--- config.mk ---
export PLATFORM = sky130hd
export DESIGN_NAME = ktms_afu_intr_send
export DESIGN_NICKNAME = d
export VERILOG_FILES = /design/src/rtl/ktms_afu_intr_send.sv
export SDC_FILE = /design/constraint.sdc
export NUM_CORES = 1
export LEC_CHECK = 0
export ABC_AREA = 0
export ABC_CLOCK_PERIOD_IN_PS = 2280
export BUFFER_PORTS_ARGS = -buffer_cell sky130_fd_sc_hd__buf_4
export CAP_MARGIN = 25
export CORE_MARGIN = 1
export CORE_UTILIZATION = 32
export DETAILED_ROUTE_END_ITERATION = 12
export SKIP_CTS_REPAIR_TIMING = 1
export SLEW_MARGIN = 20
export SYNTH_ARGS = -nofsm -noshare
export SYNTH_HDL_FRONTEND = slang
export SYNTH_SLANG_ARGS = --single-unit
--- constraint.sdc ---
create_clock -name clk -period 2.28 [get_ports clk]
set_input_delay 0.456 -clock clk [delete_from_list [all_inputs] [get_ports clk]]
set_output_delay 0.456 -clock clk [all_outputs]
set_load 0.05 [all_outputs]
--- src/rtl/ktms_afu_intr_send.sv ---
// Interrupt sender: takes one interrupt request over valid/ready, issues a tagged PSL command,
// and retries resource-busy responses after a fixed backoff. Request ready only while idle.
module ktms_afu_intr_send #(
   parameter int ctxtid_width = 10,
   parameter int msinum_width = 4,
   parameter int tag_width = 8,
   parameter logic [tag_width-1:0] intr_tag = 8'hE0,
   parameter int retry_max = 3,
   parameter int backoff_cycles = 16
) (
   input  logic                    clk,
   input  logic                    reset,
   input  logic                    i_intr_v,
   output logic                    i_intr_r,
   input  logic [ctxtid_width-1:0] i_intr_ctxt,
   input  logic [msinum_width-1:0] i_intr_msi,
   output logic                    o_cmd_v,
   input  logic                    i_cmd_r,
   output logic [ctxtid_width-1:0] o_cmd_ctxt,
   output logic [msinum_width-1:0] o_cmd_msi,
   output logic [tag_width-1:0]    o_cmd_tag,
   input  logic                    i_rsp_v,
   input  logic [tag_width-1:0]    i_rsp_tag,
   input  logic [7:0]              i_rsp_code,
   output logic [15:0]             o_intr_cnt,
   output logic                    o_fail,
   output logic                    o_perror
);

   localparam int rc_w = (retry_max > 0) ? $clog2(retry_max + 1) : 1;
   localparam int bc_w = $clog2(backoff_cycles + 1);
   localparam logic [rc_w-1:0] retry_lim = rc_w'(retry_max);
   localparam logic [bc_w-1:0] backoff_init = bc_w'(backoff_cycles);
   localparam logic [7:0] rsp_done = 8'h00;
   localparam logic [7:0] rsp_retry = 8'h05;

   typedef enum logic [1:0] {IDLE, ISSUE, WAIT, BACKOFF} state_t;

   state_t state, state_nxt;
   logic [rc_w-1:0] retry_cnt;
   logic [bc_w-1:0] backoff_cnt;

   logic xfer, parity_ok, rsp_hit;
   logic cap_en, perr_set, retry_clr, retry_inc, backoff_load, cnt_inc, fail_set;

   assign i_intr_r  = (state == IDLE);
   assign o_cmd_v   = (state == ISSUE);
   assign o_cmd_tag = intr_tag;
   assign xfer      = i_intr_v & i_intr_r;
   // Odd parity: data bits plus the parity LSB must hold an odd number of ones.
   assign parity_ok = ^i_intr_ctxt;
   assign rsp_hit   = i_rsp_v && (i_rsp_tag == intr_tag);

   always_ff @(posedge clk) begin
      if (reset) state <= IDLE;
      else       state <= state_nxt;
   end

   always_comb begin
      state_nxt    = state;
      cap_en       = 1'b0;
      perr_set     = 1'b0;
      retry_clr    = 1'b0;
      retry_inc    = 1'b0;
      backoff_load = 1'b0;
      cnt_inc      = 1'b0;
      fail_set     = 1'b0;
      case (state)
         IDLE: begin
            if (xfer) begin
               cap_en = 1'b1;
               if (parity_ok) begin
                  state_nxt = ISSUE;
                  retry_clr = 1'b1;
               end else begin
                  perr_set = 1'b1;
               end
            end
         end
         ISSUE: begin
            if (i_cmd_r) state_nxt = WAIT;
         end
         WAIT: begin
            if (rsp_hit) begin
               if (i_rsp_code == rsp_done) begin
                  cnt_inc   = 1'b1;
                  state_nxt = IDLE;
               end else if (i_rsp_code == rsp_retry && retry_cnt < retry_lim) begin
                  retry_inc    = 1'b1;
                  backoff_load = 1'b1;
                  state_nxt    = BACKOFF;
               end else begin
                  fail_set  = 1'b1;
                  state_nxt = IDLE;
               end
            end
         end
         BACKOFF: begin
            if (backoff_cnt == bc_w'(1)) state_nxt = ISSUE;
         end
         default: state_nxt = IDLE;
      endcase
   end

   always_ff @(posedge clk) begin
      if (reset) begin
         o_intr_cnt  <= 16'd0;
         o_fail      <= 1'b0;
         o_perror    <= 1'b0;
         retry_cnt   <= '0;
         backoff_cnt <= '0;
      end else begin
         o_fail <= fail_set;
         if (cnt_inc)  o_intr_cnt <= o_intr_cnt + 16'd1;
         if (perr_set) o_perror <= 1'b1;
         if (retry_clr)      retry_cnt <= '0;
         else if (retry_inc) retry_cnt <= retry_cnt + rc_w'(1);
         if (backoff_load)          backoff_cnt <= backoff_init;
         else if (state == BACKOFF) backoff_cnt <= backoff_cnt - bc_w'(1);
      end
   end

   // Payload needs no reset: it is only observed while o_cmd_v is high.
   always_ff @(posedge clk) begin
      if (cap_en) begin
         o_cmd_ctxt <= i_intr_ctxt;
         o_cmd_msi  <= i_intr_msi;
      end
   end

endmodule

### Word-level counts from Yosys, hierarchy flattened

Index checks and enable logic that the tools add are counted.
Widths: inputs -> output; s select.

| storage, ports and cells | value |
|---|---|
| register bits | 41 |
| logic and storage cells | 63 |
| input bits | 35 |

| operators by class | value |
|---|---|
| multiplexer cells | 26 |
| bitwise operators | 3 |
| reduce and logical (&&, ||, !) cells | 10 |
| order comparisons | 1 |
| $add $sub $neg | 3 |
| eq/ne operators | 11 |

Operators with widths:

| cell | count |
|---|---|
| $add 16x1->16 const B | 1 |
| $mux 1 | 16 |
| $mux 2 | 7 |
| $mux 5 | 2 |
| $reduce_xor 10->1 | 1 |
| $eq 8x3->1 const B | 1 |
| $eq 8x8->1 const B | 1 |
| $logic_not 8->1 | 1 |
| $pmux 2 s4 | 1 |
| $ne 2x1->1 const B | 3 |
| $eq 5x1->1 const B | 1 |
| $reduce_and 5->1 | 1 |
| $sub 5x1->5 const B | 1 |
| $eq 2x2->1 const B | 2 |
| $ne 2x2->1 const B | 2 |
| $reduce_or 2->1 | 2 |
| $reduce_or 4->1 | 1 |
| $add 2x1->2 const B | 1 |
| $eq 2x1->1 const B | 1 |
| $logic_and 1x1->1 | 2 |
| $logic_not 2->1 | 1 |
| $lt 2x2->1 const B | 1 |
| $not 1->1 | 2 |
| $reduce_bool 2->1 | 1 |
| $and 1x1->1 | 1 |

### Longest topological paths before layout

| logic depth | value |
|---|---|
| depth after elaboration | 7 |
| depth in mapped cells | 8 |
| mapped depth without buffers | 7 |

### Least setup slack after synthesis

Ideal clock, no wire load.

| timing path | value |
|---|---|
| path type | flip-flop to flip-flop |
| from | reg o_intr_cnt[2] |
| to | reg o_intr_cnt[15] |
| data required time | 2210 ps |
| arrival time | 2223 ps |
| cell stages (with the launch flop) | 7 |
| setup slack | -13 ps |
| clock period less this slack | 2293 ps |
| library setup time | 70 ps |
| buffers on the path | 1 |
| path through | dfxtp_1 and4_1 nand3_1 or4_1 clkbuf_1 or3_1 a21oi_1 |

| on the way | value |
|---|---|
| word-level cells in the longest chain between the ends | 1 |

Ends and longest elaborated chain:

| what | line | source |
|---|---|---|
| from (decl) | 25 | `output logic [15:0] o_intr_cnt,` |
| from (signal assigned) | 114 | `if (cnt_inc) o_intr_cnt <= o_intr_cnt + 16'd1;` |
| $add 16x1->16 | 114 |  |

No other way between the ends.
A chain may end at the register's enable or synchronous reset.

### Worst setup path in the final report

| timing path | value |
|---|---|
| from | reg state[0] |
| to | reg o_intr_cnt[14] |

| on the way | value |
|---|---|
| word-level cells in the longest chain between the ends | 2 |

Ends and longest elaborated chain:

| what | line | source |
|---|---|---|
| from (decl) | 39 | `state_t state, state_nxt;` |
| from (signal assigned) | 56 | `else state <= state_nxt;` |
| $eq 2x2->1 | 68 | `case (state)` |
| $mux 1 | 68 |  |

No other way between the ends.

==> flow_summary.json <==
{
  "rrSetupSlack_ns": 0.18,
  "fillCellCount": 615,
  "drtIter0Drc": 57,
  "clk_latency_ns": 0.29,
  "routed_wirelength_um": 4085,
  "multiInputGateArea_um2": 927.1,
  "cts_made_buffers": 5,
  "worstHoldPathType": "input pin to register",
  "dp_hpwl_um": 3112,
  "finalCriticalPeriod_ns": 2.101,
  "max_cap_violations": 0,
  "dr_wl_met3_um": 289,
  "crit_path_max_fanout": 5,
  "dieArea_mm2": 0.006564,
  "critPathRequiredTime_ns": 2.51,
  "setup_viol": 0,
  "fin_ws_ns": 0.1794,
  "finClkSkew_ns": 0.003380,
  "cts_buffer_depth": 2,
  "fmax_mhz": 476.1,
  "holdPathStages": 1,
  "finish.utilization_pct": 45.02,
  "worstPathArrival_ns": 2.33,
  "avgSynthCellArea_um2": 9.991,
  "netlist.area_leader.share_pct": 27.05,
  "reg2reg_from": "state[0]$_SDFFE_PP0P_",
  "routed-via-count": 1648,
  "slew_viol_final": 0,
  "final_hold_viol_count": 0,
  "regArea_um2": 962.2,
  "cts_tree": "built",
  "worstSetupPathType": "register to register",
  "vias_per_cell": 4.695,
  "preCtsSetupSlack_ns": -0.02831,
  "outcome": "finished, final reports clean",
  "design.core.area_mm2": 0.005956,
  "clk_pin_slew_ns": 0.08,
  "area_growth_pct": 34.19,
  "vdd_ir_drop_max_v": 0.0003821,
  "die_w_um": 81.02,
  "htree_levels": 2,
  "synthCells": 200,
  "synth_area_leaders": "dfxtp_1 (27%), edfxtp_1 (21%), xnor2_1 (7.5%)",
  "crit_chain": "inv_1 -> ha_1 -> nor4b_4 -> nand4_2 -> or4_1 -> or3_1 -> a21oi_1",
  "ys_async_sr_fraction_pct": 0,
  "slowest_stage": "or4_1",
  "diodes": 0,
  "synthesis.area_mm2": 0.001998,
  "dp_cells": 343,
  "dpl_cell_area_mm2": 0.002586,
  "final_area_mm2": 0.002681,
  "yosysSeqAreaShare_pct": 48.09,
  "post-route-period-util_pct": 92.13,
  "track_usage_pct": 13.29,
  "synth_flop_cell": "dfxtp_1",
  "rsz0062_at_grt": "no",
  "worstHoldEndpoint": "o_cmd_msi[3]$_DFFE_PP_",
  "crit_path_max_incr_delay_ns": 0.51,
  "drt-met1-wl_um": 1805,
  "critPathLaunchType": "register",
  "clock_sinks": 41,
  "fin_nets": 318,
  "die_h_um": 81.02,
  "cts-root-buf": "clkbuf_8",
  "routedWlPerCell_um": 11.64,
  "r2r_cells": 7,
  "drive_gt1_share_pct": 32.97,
  "ant_nets": 0,
  "num_rows": 28,
  "io_pins": 77,
  "synth_top_cell_by_area": "dfxtp_1",
  "firstDrtPassIters": 4,
  "yosysUniqueCellTypes": 39,
  "p_leak_nw": 1.099,
  "powerDensity_mw_per_mm2": 729.5,
  "start_util_pct": 33.55,
  "reg2reg_to": "o_intr_cnt[14]$_SDFFE_PP0P_",
  "top_layer_used": "met4",
  "grt_max_degree": 29,
  "wl_met2_um": 1908,
  "setup.worst_path.end_class": "register",
  "grt_pass1_vias": 1550,
  "min_from": "i_intr_msi[3]",
  "finalNonFillerCells": 351,
  "place_congestion": 0.7172,
  "grt_overflow": 0,
  "antenna_found_initial": 0,
  "synth-seq-cells": 41,
  "grt_pass1_wl_um": 6665,
  "yosysWarnings": 0,
  "numPortBuffers": 68,
  "drcViolationCount": 0,
  "synth-edff-count": 14
}
## worst max-delay path by stage
stage / endpoint / cells past startpoint / from
floorplan: o_intr_cnt[15]$_SDFFE_PP0P_ / 6 / o_intr_cnt[3]$_SDFFE_PP0P_
global placement: o_intr_cnt[15]$_SDFFE_PP0P_ / 5 / i_rsp_tag[2]
detailed placement: o_intr_cnt[15]$_SDFFE_PP0P_ / 5 / i_rsp_tag[2]
CTS: o_intr_cnt[15]$_SDFFE_PP0P_ / 7 / state[0]$_SDFFE_PP0P_
global route: o_intr_cnt[10]$_SDFFE_PP0P_ / 8 / state[0]$_SDFFE_PP0P_
finish: o_intr_cnt[14]$_SDFFE_PP0P_ / 7 / state[0]$_SDFFE_PP0P_
## flip-flops by register name, indices dropped and copies added (netlist names)
register,count
o_intr_cnt,16
backoff_cnt,5
state,2
o_perror,1
o_fail,1
o_cmd_ctxt,10
retry_cnt,2
o_cmd_msi,4
## final cells by class
class	instances	share of cell area (%)
Multi-Input combinational cell	139	34.58
Clock inverter	2	0.3733
Timing Repair Buffer	76	21.28
Inverter	12	1.680
Sequential cell	41	35.88
Tap cell	75	3.500
Clock buffer	6	2.706
## cell families (layout without fill, tap and decap cells)
family / count (synthesis) / in the layout / share of synthesized area, %
other: 2 / 8 / 0.3758
adders and majority gates: 8 / 8 / 5.010
muxes: 3 / 3 / 1.565
DFF: 41 / 41 / 48.09
AOI/OAI and AO/OA: 28 / 28 / 7.890
xor gates and xnor gates: 20 / 20 / 9.455
buffers and inverters: 26 / 96 / 7.263
and+or+nand+nor: 72 / 72 / 20.35
## cell usage in the layout (no fill, tap or decap), types with 2 or more instances in the layout
cell / n
a21o_1: 3
a21oi_1: 12
and3_1: 3
buf_4: 76
clkbuf_8: 5
clkinv_2: 2
conb_1: 8
dfxtp_1: 26
edfxtp_1: 14
ha_1: 8
inv_1: 12
mux2i_1: 2
nand2_1: 10
nand2b_1: 2
nand3_1: 7
nor2_1: 19
nor3_1: 5
nor4_1: 6
o211ai_1: 2
o21ai_0: 9
or3_1: 8
or4_4: 2
xnor2_1: 17
xor2_1: 2
## report_power, final
group	switching (W)	internal [W]	leakage (nW)	total [W]
Sequential	0.0000228	0.000830	0.353	0.000853
Clock	0.000244	0.000212	0.0450	0.000456
Combinational	0.000420	0.000227	0.701	0.000647
Total	0.000687	0.00127	1.10	0.00196
## per-layer routing
metal,vias up,GRT usage (%)
met1,754,15.85
met5,-,0
met2,52,22.02
met3,6,3.596
met4,0,6.429
li1,836,-
## synth_stat cells (3+ instances only)
| cell type | instances |
|---|---|
| a21o_1 | 3 |
| a21oi_1 | 12 |
| and3_1 | 3 |
| buf_4 | 9 |
| dfxtp_1 | 27 |
| edfxtp_1 | 14 |
| ha_1 | 8 |
| inv_1 | 12 |
| nand2_1 | 10 |
| nand3_1 | 7 |
| nor2_1 | 19 |
| nor3_1 | 5 |
| nor4_1 | 6 |
| o21ai_0 | 9 |
| or3_1 | 8 |
| xnor2_1 | 17 |
## through the flow
stage | total power, W | hold WS (ns) | setup TNS (ns)
floorplan | 0.001331 | 0.4646 | 0
global placement | 0.001515 | 0.4417 | -0.01052
detailed placement | 0.001522 | 0.4751 | -0.02831
CTS | 0.001985 | 0.3308 | 0
global route | 0.002059 | 0.3273 | 0
finish | 0.001956 | 0.3420 | 0
## worst max-delay path, delay by kind of cell (launching register included)
family / cells / cell delay, ns
adders and majority gates: 1 / 0.19
AOI/OAI and AO/OA: 1 / 0.13
DFF: 1 / 0.33
and+or+nand+nor: 4 / 1.29
buffers and inverters: 1 / 0.09
Power figures use the tool's default switching activity.
